$ cat src/rtl/vc_iter_divider_pkg.sv
// Shared definitions for the iterative divider: FSM state and operation-mode encodings.
package vc_iter_divider_pkg;

   typedef enum logic [1:0] {
      IDLE = 2'd0,
      CALC = 2'd1,
      DONE = 2'd2
   } state_t;

   typedef enum logic {
      FN_UNSIGNED = 1'b0,
      FN_SIGNED   = 1'b1
   } fn_t;

endpackage

$ cat src/rtl/vc_iter_divider_div_step.sv
// One restoring-division step: shift in the next dividend bit, trial-subtract the
// divisor, and keep the difference only when it did not underflow.
module vc_iter_divider_div_step
#(
   parameter int unsigned W = 32
)
(
   input  logic [W-1:0] rem_in,
   input  logic         bit_in,
   input  logic [W-1:0] divisor,
   output logic [W-1:0] rem_out,
   output logic         q_bit
);

   logic [W:0]   shifted;
   logic [W-1:0] trial;

   // The true difference is below the divisor, so W-bit modular subtraction is exact.
   always_comb begin
      shifted = {rem_in, bit_in};
      q_bit   = (shifted >= {1'b0, divisor});
      trial   = shifted[W-1:0] - divisor;
      rem_out = q_bit ? trial : shifted[W-1:0];
   end

endmodule

$ cat src/rtl/vc_iter_divider.sv
// Iterative W-bit divider, one quotient bit per cycle, signed/unsigned, with
// valid/ready handshakes on both request and result sides.
module vc_iter_divider
   import vc_iter_divider_pkg::*;
#(
   parameter int unsigned W = 32
)
(
   input  logic         clk,
   input  logic         reset,
   input  logic         in_val,
   output logic         in_rdy,
   input  logic         in_fn,
   input  logic [W-1:0] in_a,
   input  logic [W-1:0] in_b,
   output logic         out_val,
   input  logic         out_rdy,
   output logic [W-1:0] out_quot,
   output logic [W-1:0] out_rem
);

   localparam int unsigned CW = $clog2(W + 1);

   state_t        state, state_nxt;
   logic [CW-1:0] cnt;
   logic [W-1:0]  acc, qa, dvsr;
   logic          neg_q, neg_r, dbz;
   logic [W-1:0]  step_rem;
   logic          step_q;

   logic          accept, calc_bit, finish;
   logic          is_signed, a_neg, b_neg;
   logic [W-1:0]  a_mag, b_mag;

   always_comb begin
      accept    = (state == IDLE) && in_val;
      calc_bit  = (state == CALC) && (cnt != '0);
      finish    = (state == CALC) && (cnt == '0);
      is_signed = (fn_t'(in_fn) == FN_SIGNED);
      a_neg     = is_signed && in_a[W-1];
      b_neg     = is_signed && in_b[W-1];
      a_mag     = a_neg ? -in_a : in_a;
      b_mag     = b_neg ? -in_b : in_b;
   end

   vc_iter_divider_div_step #(
      .W (W)
   ) u_step (
      .rem_in  (acc),
      .bit_in  (qa[W-1]),
      .divisor (dvsr),
      .rem_out (step_rem),
      .q_bit   (step_q)
   );

   always_ff @(posedge clk or posedge reset) begin
      if (reset) state <= IDLE;
      else       state <= state_nxt;
   end

   always_comb begin
      state_nxt = state;
      case (state)
         IDLE:    if (in_val)  state_nxt = CALC;
         CALC:    if (finish)  state_nxt = DONE;
         DONE:    if (out_rdy) state_nxt = IDLE;
         default:              state_nxt = IDLE;
      endcase
   end

   always_comb begin
      in_rdy  = (state == IDLE);
      out_val = (state == DONE);
   end

   // qa starts as the dividend magnitude and fills with quotient bits as it shifts out.
   always_ff @(posedge clk or posedge reset) begin
      if (reset) begin
         cnt   <= '0;
         acc   <= '0;
         qa    <= '0;
         dvsr  <= '0;
         neg_q <= 1'b0;
         neg_r <= 1'b0;
         dbz   <= 1'b0;
      end else if (accept) begin
         cnt   <= CW'(W);
         acc   <= '0;
         qa    <= a_mag;
         dvsr  <= b_mag;
         neg_q <= a_neg ^ b_neg;
         neg_r <= a_neg;
         dbz   <= (in_b == '0);
      end else if (calc_bit) begin
         cnt   <= cnt - CW'(1);
         acc   <= step_rem;
         qa    <= {qa[W-2:0], step_q};
      end
   end

   // Divide-by-zero leaves |a| in acc, so the normal remainder fix-up already yields in_a.
   always_ff @(posedge clk or posedge reset) begin
      if (reset) begin
         out_quot <= '0;
         out_rem  <= '0;
      end else if (finish) begin
         out_quot <= dbz ? '1 : (neg_q ? -qa : qa);
         out_rem  <= neg_r ? -acc : acc;
      end
   end

endmodule

$ cat config.mk
export PLATFORM = sky130hd
export DESIGN_NAME = vc_iter_divider
export DESIGN_NICKNAME = d
export VERILOG_FILES = /design/src/rtl/vc_iter_divider_pkg.sv /design/src/rtl/vc_iter_divider_div_step.sv /design/src/rtl/vc_iter_divider.sv
export SDC_FILE = /design/constraint.sdc
export NUM_CORES = 1
export LEC_CHECK = 0
export ABC_AREA = 1
export BUFFER_PORTS_ARGS = -buffer_cell sky130_fd_sc_hd__buf_2
export CAP_MARGIN = 20
export CORE_ASPECT_RATIO = 0.9
export CORE_MARGIN = 2
export CORE_UTILIZATION = 40
export CTS_CLUSTER_SIZE = 20
export DETAILED_ROUTE_END_ITERATION = 6
export SETUP_SLACK_MARGIN = 0.1
export SYNTH_ARGS = -nofsm -noshare
export SYNTH_HDL_FRONTEND = slang
export SYNTH_SLANG_ARGS = --single-unit
$ cat constraint.sdc
create_clock -name clk -period 6.8 [get_ports clk]
set_input_delay 1.36 -clock clk [delete_from_list [all_inputs] [get_ports clk]]
set_output_delay 1.36 -clock clk [all_outputs]
set_load 0.02 [all_outputs]
Word-level counts from Yosys, hierarchy flattened:

Cells that the tools add are included.

* bits in registers: 171
* output and inout port bits: 66

* bitwise operators: 1
* equality and inequality tests: 5
* $lt $le $gt $ge: 1
* multiplexer cells: 16
* $add $sub $neg: 6
* reduce and logical (&&, ||, !) cells: 11

Operator list (number)
* $mux W32: 10
* $neg A32 Y32: 4
* $ge A33 B32 Y1: 1
* $logic_not A32 Y1: 1
* $sub A32 B32 Y32: 1
* $mux W6: 2
* $logic_not A6 Y1: 1
* $mux W2: 3
* $pmux W2 S3: 1
* $reduce_bool A6 Y1: 1
* $sub A6 B1 Y6 const B: 1
* $logic_and A1 B1 Y1: 5
* $ne A2 B2 Y1 const B: 2
* $reduce_and A3 Y1: 1
* $eq A2 B1 Y1 const B: 1
* $eq A2 B2 Y1 const B: 1
* $logic_not A2 Y1: 1
* $ne A2 B1 Y1 const B: 1
* $reduce_bool A2 Y1: 1
* $xor A1 B1 Y1: 1

Logic depth before layout (Yosys ltp):

Gate-level depths: netlist of the first run.

* depth after elaboration: 4
* mapped depth: 17
* mapped depth without buffers: 16

By module:

From an unflattened synthesis of the first run, not the netlist that was laid out.

* cell total of the unflattened synthesis: 2149
* area, all modules: 13494.2 µm²

By module, submodules not included
* vc_iter_divider: area an instance 10333.7 µm², instances 1, seq. area each 4279.1 µm², cells an instance 1502
* vc_iter_divider_div_step: area an instance 3160.5 µm², instances 1, seq. area each 0.0 µm², cells an instance 647

Least setup slack after synthesis of the first run:

No wires, ideal clock.

* path type: input-to-reg
* start: input port in_a[0]
* end: register qa[22]
* cell stages on the path: 11
* required time: 6.677 ns
* path slack: 4.064 ns
* path buffers: 0
* arrival time: 2.613 ns
* setup time: 0.123 ns
* path through: inv_1 -> ha_1 -> inv_1 -> nor3_2 -> nand2_1 -> nor2_4 -> nand3b_1 -> o21ai_0 -> a21oi_1 -> o21ai_0 -> nand2_1

* longest elaborated chain between the ends: 3

RTL lines
* from (decl): RTL line vc_iter_divider.sv:14 `input logic [W-1:0] in_a,`
* $neg A32 Y32: RTL line vc_iter_divider.sv:42 `a_mag = a_neg ? -in_a : in_a;`
* $mux W32: RTL line vc_iter_divider.sv:42
* $mux W32: RTL line vc_iter_divider.sv:86 `end else if (accept) begin`
* to (signal assigned): RTL line vc_iter_divider.sv:89 `qa <= a_mag;`
* to (signal assigned): RTL line vc_iter_divider.sv:97 `qa <= {qa[W-2:0], step_q};`
* to (decl): RTL line vc_iter_divider.sv:26 `logic [W-1:0] acc, qa, dvsr;`

Every way passes these cells.
A chain may end at the register's enable or synchronous reset.

Final worst setup path of the first run:

* start: input port in_val
* end: register qa[19]

* longest elaborated chain between the ends: 2

RTL lines
* from (decl): RTL line vc_iter_divider.sv:11 `input logic in_val,`
* $logic_and A1 B1 Y1 (*): RTL line vc_iter_divider.sv:36 `accept = (state == IDLE) && in_val;`
* $mux W32 or $reduce_bool A2 Y1 (tied branches)

Every way passes the cells marked *; elsewhere a longest branch is shown, timed or not.

==> out/summary.txt, run 1 <==
Status: finished clean
IO Count: 135
Post-CTS Hold Fix Bufs: 0
NumNets Final: 2276
Core ar.: 32700 um2
WP buf/inv: 5
Largest stage delay, worst path: 0.77 ns
Minimum clock period: 3.37 ns
Post-CTS setup buffers: 0
Multi-input logic area: 7400 um2
ANT cells: 0
First-pass GRT wire length: 68.7 mm
Synth warn: 0
Setup TNS: 0 ns
Pleak: 0.00759 uW
Port Buffers: 134
Highest-count cells in the layout ignoring fill and taps: 604 x nand2_1, 310 x inv_1, 223 x nand3_1, 202 x nor2_1, 171 x dfrtp_1
Number of fill cells: 3471
H-tree depth: 4
Pre-CTS setup slack: 2.98 ns
Gr usage total: 0.255
Die height: 176 um
DRC errors left: 0
Mapped Nets: 2180
Yosys reg bits: 171
Syn_area_per_cell: 6.37 um2
Count of cell types in the netlist: 46
Grt ovf: 0
Vias: 13500
Worst-path clk slew: 0.08 ns
WL final: 43.1 mm
Slowest cell on the critical path: inv_1
Arr. time, crit path: 3.71 ns
Clock Latency Late Sink: 0.46 ns
Crit end category: flip-flop
Clock sink count: 171
Final hold violation count: 0
Commonest non-fill, non-tap cell in the layout: nand2_1
Row count: 63
GPL Wtd Cong: 0.936
Clock power frac: 0.121
Worst Tran Pin Value: 1.03 ns
Slew margin rel.: 0.311
Die Wd: 195 um
Area of the mapped netlist: 13200 um2
Layout Area Growth over Synthesis: 12.0%
Unrepaired setup endpoints after global routing: false
Final HPWL from detailed placement: 34.1 mm
TritonCTS Buffers: 17
Asr flop ratio synth: 1.00
TritonRoute pass-1 iters: 5
Largest net degree at the start of global routing: 87
Wirelength per Cell: 16.6 um
Post-CTS Resized: 0
Number of global-route vias before repair: 12100
Worst-path fanout max: 67
Gate Count Post-Synth: 2072
Worst hold-check path type: flip-flop to flip-flop
Core Util, Final: 0.452
Sw Ratio: 0.554
Pwr per Cell Area: 568 nW/um2
Layout cells sized above 1: 0.105
Most used cell, CP: buf_4
Top_reg_cell synth: dfrtp_1
Starting density of the core: 0.404
Worst setup margin: 3.43 ns
Root Driver: clkbuf_16
Clock buffer depth: 2
Critical path launch point type: input port
CTS tree: yes
Max-Cap Viols: 0
Min Hold Slack: 0.477 ns
Post-synth EDFFs: 0
Share of power burned in registers: 0.244
CP cell instances: buf_2 -> nand2_1 -> buf_4 -> inv_2 -> buf_4 -> nor2_2 -> inv_1 -> o22ai_1 -> o21bai_1
Final Skew: 0.0108 ns
Max Slew Vio Count: 0
Comb pwr share: 0.635
DIE AREA: 34500 um2
CP delay by family, top: buffers and inverters
Detailed Route Iter0 Violations: 1333
Setup CP Type: input port to flip-flop
Pint: 3750 uW
Final setup fails: 0
Net Switching: 4650 uW
Final period util: 0.495
Fmax: 297 MHz
Post-synthesis sequential area ratio: 0.324
Drt via density: 5.19
FF/Latch Area: 4280 um2
Post-DRT Antenna Nets: 0
CP required: 7.14 ns
Max VDD drop: 0.000232 V
Initial antenna violation count: 0
-- metal layers --
metal / wire length, um / GRT usage
met5: 0 / 0
met3: 3410 / 0.0359
met1: 23200 / 0.431
met2: 16100 / 0.333
met4: 429 / 0.0480
-- power groups by stage --
| stage | combinational (uW) | clock [uW] | sequential (uW) |
|---|---|---|---|
| final | 5340 | 1020 | 2050 |
| after global routing | 6040 | 1070 | 2110 |
| after CTS | 5260 | 1040 | 2040 |
| after detailed placement | 5230 | 0 | 2060 |
| after global placement | 5180 | 0 | 2050 |
| after floorplan | 3750 | 0 | 2060 |
-- worst paths after layout --
path	startpoint	end	cells past startpoint	slack, ns
worst max-delay path	in_val	qa[19]$_DFFE_PP0P_	9	3.43
worst min-delay path	out_rem[25]$_DFFE_PP0P_	out_rem[25]$_DFFE_PP0P_	2	0.48
worst max register to register	cnt[0]$_DFFE_PP0P_	qa[19]$_DFFE_PP0P_	9	3.51
worst min register to register	out_rem[25]$_DFFE_PP0P_	out_rem[25]$_DFFE_PP0P_	2	0.48
max in group asynchronous	reset	qa[30]$_DFFE_PP0P_	3	4.54
min in group asynchronous	reset	out_quot[20]$_DFFE_PP0P_	2	1.06
-- Yosys cell counts (15+ instances only) --
library cell | n | share of area
o22ai_1 | 19 | 0.0090
ha_1 | 38 | 0.036
nand2_1 | 604 | 0.17
dfrtp_1 | 171 | 0.32
a21oi_1 | 58 | 0.022
inv_1 | 312 | 0.089
xnor2_1 | 15 | 0.010
o21ai_0 | 118 | 0.045
nor3_1 | 33 | 0.013
a31oi_1 | 22 | 0.010
xor2_1 | 39 | 0.026
nand3_1 | 223 | 0.085
buf_2 | 17 | 0.0064
nor2_1 | 202 | 0.057
nand4_1 | 30 | 0.014
clkbuf_1 | 38 | 0.011
o21ai_1 | 15 | 0.0057
-- sequential cells by signal (all words and copies together), names as in the netlist, 2 cells and up --
register and flops:
acc 32, dvsr 32, out_quot 32, out_rem 32, qa 32, cnt 6
state 2
-- through the flow --
step / power (uW) / cell area [um2] / cells
after floorplan: 5810 / 13200 / 2072
after global placement: 7230 / 14200 / 2570
after detailed placement: 7300 / 14200 / 2570
after CTS: 8340 / 14800 / 2602
after global routing: 9210 / 14800 / 2603
final: 8400 / 14800 / 2603
-- tightest hold or removal path, delay by kind of cell, from the launching register on --
family / cells / cell delay (ns)
simple gates: 2 / 0.10
flops: 1 / 0.34
-- logic make-up (layout without fill, tap and decap cells) --
family | after synthesis | after routing | share of synthesized area
buffers and inverters | 390 | 499 | 0.115
AND/OR/NAND/NOR | 1148 | 1148 | 0.373
AO/OA/AOI/OAI | 270 | 270 | 0.114
XOR/XNOR | 54 | 54 | 0.0358
adder cells (fa/ha/maj) | 39 | 39 | 0.0375
flip-flops | 171 | 171 | 0.324
-- final cells by class --
class | instances | area share
Clock buffer | 17 | 0.0288
Timing Repair Buffer | 143 | 0.0513
Sequential cell | 171 | 0.289
Multi-Input combinational cell | 1511 | 0.500
Inverter | 324 | 0.0826
Clock inverter | 15 | 0.0118
Tap cell | 422 | 0.0357
Note: power is estimated with default switching activity, not from simulation.
==> run 2: changes to the inputs <==
ABC_AREA = 0   (was 1)
clock period = 3.35 ns   (was 6.8 ns; I/O delays follow)
==> run 2 against run 1 <==
Register-to-register slack got worse by 3.3 ns. Global-route usage shrank 4.4 points. First-iteration DRC count down 42%. Synthesized cell count decreased by 36%. Combinational power increased by 69%. Final area shrank 12%. Cell count decreased by 31%. Sequential share of layout area up 3.9 points. Via count decreased by 26%. Count of clock-buffer cells in the layout is 2 higher. Non-clock buffer count grew 28. Critical endpoint is now acc[24]$_DFFE_PP0P_.
==> out/summary.txt, run 2 <==
TritonCTS Buffers: 17 (unchanged)
Gate Count Post-Synth: 1316 (-36%)
Max Slew Vio Count: 0 (unchanged)
Grt ovf: 0 (unchanged)
Status: finished clean
DIE AREA: 29600 um2 (-14%)
Worst r2r src: qa[31]$_DFFE_PP0P_
First-pass GRT wire length: 50.4 mm (-27%)
Met3 global-route usage: 0.0375 (+0.00155)
Slew margin rel.: 0.478 (+0.167)
Fmax: 323 MHz
Critical path launch point type: flip-flop
FF-to-FF End: acc[24]$_DFFE_PP0P_
Pwr per Cell Area: 1150 nW/um2 (+100%)
CTS tree: yes
Most used cell, CP: inv_1
IO Count: 135 (unchanged)
Yosys reg bits: 171 (unchanged)
Largest stage delay, worst path: 0.44 ns (-0.33 ns)
CP required: 3.65 ns (-3.49 ns)
Gr usage total: 0.212 (-0.0437)
Crit end category: flip-flop
Compound-gate portion of the synthesized area: 0.225 (+0.111)
Synth top area cells: dfrtp_1 38%, xor2_1 6.4%, o21ai_0 5.8%
Post-CTS Hold Fix Bufs: 0 (unchanged)
GRT met1 Usage: 0.347 (-0.0841)
Min Hold Slack: 0.336 ns (-0.141 ns)
Critical Path Source: qa[31]$_DFFE_PP0P_
Vias: 9945 (-26%)
Post-synthesis sequential area ratio: 0.379 (+0.0544)
Post-Synth Simple-Gate Area: 0.188 (-0.185)
Unrepaired setup endpoints after global routing: false
Initial antenna violation count: 1 (+1)
Top cells by instance count after synthesis: 171 x dfrtp_1, 168 x nand2_1, 130 x o21ai_0
Final HPWL from detailed placement: 23.3 mm (-32%)
Number of fill cells: 2825 (-19%)
Worst Tran Pin Value: 0.782 ns (-0.250 ns)
Post-synth EDFFs: 0 (unchanged)
Port Buffers: 134 (unchanged)
Post-Synth XOR/XNOR Area: 0.112 (+0.0757)
M2 GR Usage: 0.282 (-0.0515)
Max-Cap Viols: 0 (unchanged)
Main combinational cell family by area after synthesis: compound AO/OA/AOI/OAI gates
Worst path depth: 12 (+3)
GPL Wtd Cong: 0.924 (-1.3%)
Commonest non-fill, non-tap cell in the layout: dfrtp_1
Number of global-route vias before repair: 9213 (-24%)
Worst-path clk slew: 0.07 ns (about the same)
Clock sink count: 171 (unchanged)
Slowest cell on the critical path: dfrtp_1
CP delay by family, top: compound AO/OA/AOI/OAI gates
Clock Latency Late Sink: 0.44 ns (-0.02 ns)
Die Wd: 181 um (-7.3%)
Root Driver: clkbuf_16
Area of the mapped netlist: 11300 um2 (-14%)
Worst-path fanout max: 4 (-94%)
Synth Area in Adders: 0.0438 (+0.00630)
Synth warn: 0 (unchanged)
TritonRoute pass-1 iters: 5 (unchanged)
Detailed Route Iter0 Violations: 776 (-42%)
Reg2reg path depth: 12 (+3)
Core ar.: 27900 um2 (-15%)
Final Skew: 0.0154 ns (+0.00453 ns)
Clock buffer depth: 2 (unchanged)
Mapped Nets: 1424 (-35%)
Starting density of the core: 0.406 (+0.00211)
DRC errors left: 0 (unchanged)
Asr flop ratio synth: 1.00 (unchanged)
Final period util: 0.925
Post-DRT Antenna Nets: 0 (unchanged)
Count of cell types in the netlist: 80 (+74%)
Core Util, Final: 0.468 (+0.0156)
H-tree depth: 4 (unchanged)
Setup TNS: 0 ns (unchanged)
Worst hold-check path type: input port to asynchronous set/reset pin
Synth area leader: dfrtp_1
Row count: 58 (-7.9%)
Layout Area Growth over Synthesis: 15.3%
CP cell instances: inv_1 -> ha_1 -> inv_1 -> fa_1 -> a21o_1 -> a221o_1 -> o21ai_4 -> o21ba_2 -> o221ai_2 -> a221oi_2 -> xor2_1 -> o21ai_1
Synth top area share: 0.379 (+0.0544)
Max VDD drop: 0.000537 V (+130%)
Pleak: 0.00573 uW (-25%)
Count leader, synth: dfrtp_1
WP buf/inv: 2 (-3)
Layout cells sized above 1: 0.170 (+0.0654)
GRT busiest layer: met1
Final hold violation count: 0 (unchanged)
Reg2reg setup slack: 0.25 ns (-3.26 ns)
Largest net degree at the start of global routing: 77 (-11%)
Die height: 163 um (-7.3%)
Syn_area_per_cell: 8.59 um2 (+35%)
Highest-count cells in the layout ignoring fill and taps: 171 x dfrtp_1, 166 x nand2_1, 134 x buf_2, 130 x o21ai_0, 95 x nor2_1
Minimum clock period: 3.10 ns
Wirelength per Cell: 17.0 um (+2.5%)
Crit path to: acc[24]$_DFFE_PP0P_
ANT cells: 0 (unchanged)
Drt via density: 5.51 (+6.3%)
NumNets Final: 1539 (-32%)
Arr. time, crit path: 3.40 ns (-0.31 ns)
WL final: 30.6 mm (-29%)
Top_reg_cell synth: dfrtp_1
Post-synthesis mux area share: 0.00708 (+0.00708)
Final setup fails: 0 (unchanged)
Setup CP Type: flip-flop to flip-flop
[run 2: what timing repair did]
| item | 4_1_cts | 5_1_grt |
|---|---|---|
| gates resized for setup | 0 | 1 |
| endpoints found under the setup margin | 0 | 3 |
| setup buffers | 0 | 0 |
| endpoints found under the hold margin | 0 | 0 |
[run 2: metal layers]
layer	vias up	wire length, um
li1	4943	-
met1	4684	16600
met2	290	11800
met3	26	1840
met4	2	310
met5	-	13
[run 2: how the worst min path moves through the flow]
stage | start | end | slack (ns)
finish | reset | out_quot[10]$_DFFE_PP0P_ | 0.34
global route | reset | out_quot[10]$_DFFE_PP0P_ | 0.38
floorplan | dvsr[10]$_DFFE_PP0P_ | dvsr[10]$_DFFE_PP0P_ | 0.45
CTS | reset | out_quot[10]$_DFFE_PP0P_ | 0.36
global placement | out_quot[0]$_DFFE_PP0P_ | out_quot[0]$_DFFE_PP0P_ | 0.45
detailed placement | out_quot[0]$_DFFE_PP0P_ | out_quot[0]$_DFFE_PP0P_ | 0.46
[run 2: where the power goes]
part	internal (uW)	total [uW]	switching [uW]
clock network	1000	1940	936
registers	3080	4080	994
logic	3560	9020	5460
total	7650	15000	7390
[run 2: metrics by stage]
step,std cells,total power (uW),instance area [um2],worst slack (ns)
finish,1804,15000,13000,0.253
global route,1804,16300,13000,0.105
CTS,1804,15000,13000,0.239
detailed placement,1772,13000,12500,0.246
global placement,1772,12900,12500,0.320
floorplan,1316,10500,11300,0.497
[run 2: kinds of logic (layout without fill, tap and decap cells)]
kind of cell / Yosys count / count (layout)
and+or+nand+nor: 430 / 430
AOI/OAI and AO/OA: 395 / 395
DFF: 171 / 171
xor gates and xnor gates: 144 / 144
buffers and inverters: 129 / 257
adders and majority gates: 39 / 39
muxes: 8 / 8
[run 2: final cells by class]
type                    count  area, um2  area share
well taps                 360        450      0.0346
multi-input cells        1016       6540       0.502
repair buffers            171        986      0.0757
clock inverters            13        125     0.00960
inverters                  54        206      0.0158
flip-flops and latches    171       4280       0.328
clock buffers              19        443      0.0340
==> run 3: changes to the inputs <==
CORE_ASPECT_RATIO = not set   (was 0.9)
==> run 3 against run 2 <==
Flip-flop and latch count is the same. Hold slack lost 0.14 ns. Via count grew 0.20%. Die area is essentially flat. Clock skew grew 0.0020 ns. Power is essentially flat. Cell count grew 0.83%. Critical path depth is the same.
==> out/summary.txt, run 3 (synthesized netlist as in run 2, its figures left out) <==
Most used cell, CP: inv_1
Max-Cap Viols: 0 (unchanged)
Clock Latency Late Sink: 0.44 ns (about the same)
Crit end category: flip-flop
Pleak: 0.00573 uW (about the same)
Post-CTS Hold Fix Bufs: 0 (unchanged)
Layout cells sized above 1: 0.169 (-0.00103)
Worst-path clk slew: 0.07 ns (about the same)
DRC errors left: 0 (unchanged)
CP cell instances: inv_1 -> ha_1 -> inv_1 -> fa_1 -> a21o_1 -> a221o_1 -> o21ai_2 -> o21ba_2 -> o221ai_2 -> a221oi_2 -> xor2_1 -> o21ai_1
ANT cells: 0 (unchanged)
Largest net degree at the start of global routing: 75 (-2.6%)
Highest-count cells in the layout ignoring fill and taps: 171 x dfrtp_1, 166 x nand2_1, 134 x buf_2, 130 x o21ai_0, 95 x nor2_1
CP required: 3.64 ns (about the same)
Worst hold-check path type: input port to asynchronous set/reset pin
Post-DRT Antenna Nets: 0 (unchanged)
Initial antenna violation count: 1 (unchanged)
Worst r2r src: qa[31]$_DFFE_PP0P_
Wirelength per Cell: 16.7 um (-1.5%)
WP buf/inv: 2 (unchanged)
Grt ovf: 0 (unchanged)
Die height: 172 um (+5.3%)
FF-to-FF End: acc[24]$_DFFE_PP0P_
GPL Wtd Cong: 0.960 (+3.9%)
Final Skew: 0.0174 ns (+0.00200 ns)
NumNets Final: 1536 (-0.19%)
Min Hold Slack: 0.196 ns (-0.140 ns)
First-pass GRT wire length: 49.3 mm (-2.1%)
TritonCTS Buffers: 17 (unchanged)
Final hold violation count: 0 (unchanged)
Vias: 9965 (+0.20%)
Reg2reg path depth: 12 (unchanged)
Drt via density: 5.48 (-0.63%)
Clock buffer depth: 2 (unchanged)
Status: finished clean
Worst-path fanout max: 4 (unchanged)
Fmax: 328 MHz (+1.7%)
Arr. time, crit path: 3.34 ns (-0.06 ns)
Slew margin rel.: 0.480 (+0.00135)
Worst setup margin: 0.304 ns (+0.0513 ns)
Core ar.: 27800 um2 (-0.31%)
Number of global-route vias before repair: 9041 (-1.9%)
Gr usage total: 0.210 (-0.00151)
Pwr per Cell Area: 1150 nW/um2 (-0.18%)
DIE AREA: 29600 um2 (about the same)
Starting density of the core: 0.407 (+0.00124)
Pre-CTS setup slack: 0.328 ns (+0.0825 ns)
Minimum clock period: 3.05 ns (-0.0513 ns)
Unrepaired setup endpoints after global routing: false
Port Buffers: 134 (unchanged)
Post-CTS Resized: 0 (unchanged)
WL final: 30.4 mm (-0.73%)
Post-CTS setup buffers: 0 (unchanged)
Slowest cell on the critical path: dfrtp_1
Clock sink count: 171 (unchanged)
Max Slew Vio Count: 0 (unchanged)
Detailed Route Iter0 Violations: 860 (+11%)
Worst Tran Pin Value: 0.778 ns (-0.00391 ns)
Die Wd: 172 um (-5.0%)
Largest stage delay, worst path: 0.42 ns (-0.02 ns)
TritonRoute pass-1 iters: 5 (unchanged)
Final HPWL from detailed placement: 22.9 mm (-1.7%)
Reg2reg setup slack: 0.30 ns (+0.05 ns)
CTS tree: yes
IO Count: 135 (unchanged)
Max VDD drop: 0.000489 V (-8.8%)
Row count: 61 (+5.2%)
Commonest non-fill, non-tap cell in the layout: dfrtp_1
Root Driver: clkbuf_16
Final period util: 0.909 (-0.0153)
H-tree depth: 4 (unchanged)
Setup CP Type: flip-flop to flip-flop
Final setup fails: 0 (unchanged)
Layout Area Growth over Synthesis: 15.5%
Setup TNS: 0 ns (unchanged)
Critical path launch point type: flip-flop
CP delay by family, top: compound AO/OA/AOI/OAI gates
[run 3: changes by cell type in the layout (fill, tap and decap cells not counted), sizes merged]
cell and delta:
bufinv +1, clkinvlp -1, buf -3, inv -2
clkinv +3, clkbuf -1
[run 3: through the flow]
stage	utilization	cell area [um2]	total power (uW)	instances
floorplan	-	11300	10500	1316
global placement	0.449	12500	12900	1787
detailed placement	0.449	12500	13000	1787
CTS	0.470	13100	15000	1819
global route	0.470	13100	16400	1819
finish	0.470	13100	15000	1819
[run 3: area by class of cell]
type,count,area [um2]
timing repair buffer,168,976
multi-input combinational,1016,6530
fill,2802,14700
clock buffer,18,439
clock inverter,14,155
tap,378,473
inverter,54,206
sequential,171,4280
[run 3: worst reg2reg max path: cells and delay by family (launching register included)]
family                     cells  cell delay (ns)
buffers and inverters          2             0.13
AOI/OAI and AO/OA              7             1.58
DFF                            1             0.42
xor gates and xnor gates       1             0.23
adders and majority gates      2             0.55
[run 3: worst max-delay path by stage]
stage / slack, ns / depth (start not counted) / end / start
3_3_place_gp: 0.39 / 12 / acc[24]$_DFFE_PP0P_ / qa[31]$_DFFE_PP0P_
4_1_cts: 0.32 / 12 / acc[24]$_DFFE_PP0P_ / qa[31]$_DFFE_PP0P_
5_1_grt: 0.12 / 12 / acc[24]$_DFFE_PP0P_ / qa[31]$_DFFE_PP0P_
3_5_place_dp: 0.33 / 12 / acc[24]$_DFFE_PP0P_ / qa[31]$_DFFE_PP0P_
6_report: 0.30 / 12 / acc[24]$_DFFE_PP0P_ / qa[31]$_DFFE_PP0P_
2_1_floorplan: 0.50 / 1 / acc[0]$_DFFE_PP0P_ / reset
[run 3: routing by layer]
metal,share of wire,up-vias,track usage,routed length (um)
li1,-,4925,-,-
met1,0.52,4717,0.339,15900
met2,0.40,304,0.288,12300
met3,0.068,17,0.0403,2070
met4,0.0070,2,0.0380,212
met5,0.00023,-,0,7
[run 3: report_power, final]
group / internal, uW / switching (uW) / total [uW] / leakage (uW)
Clock: 1070 / 927 / 2000 / 0.000286
Sequential: 3080 / 994 / 4080 / 0.00212
Combinational: 3540 / 5430 / 8970 / 0.00332
Total: 7700 / 7350 / 15000 / 0.00573
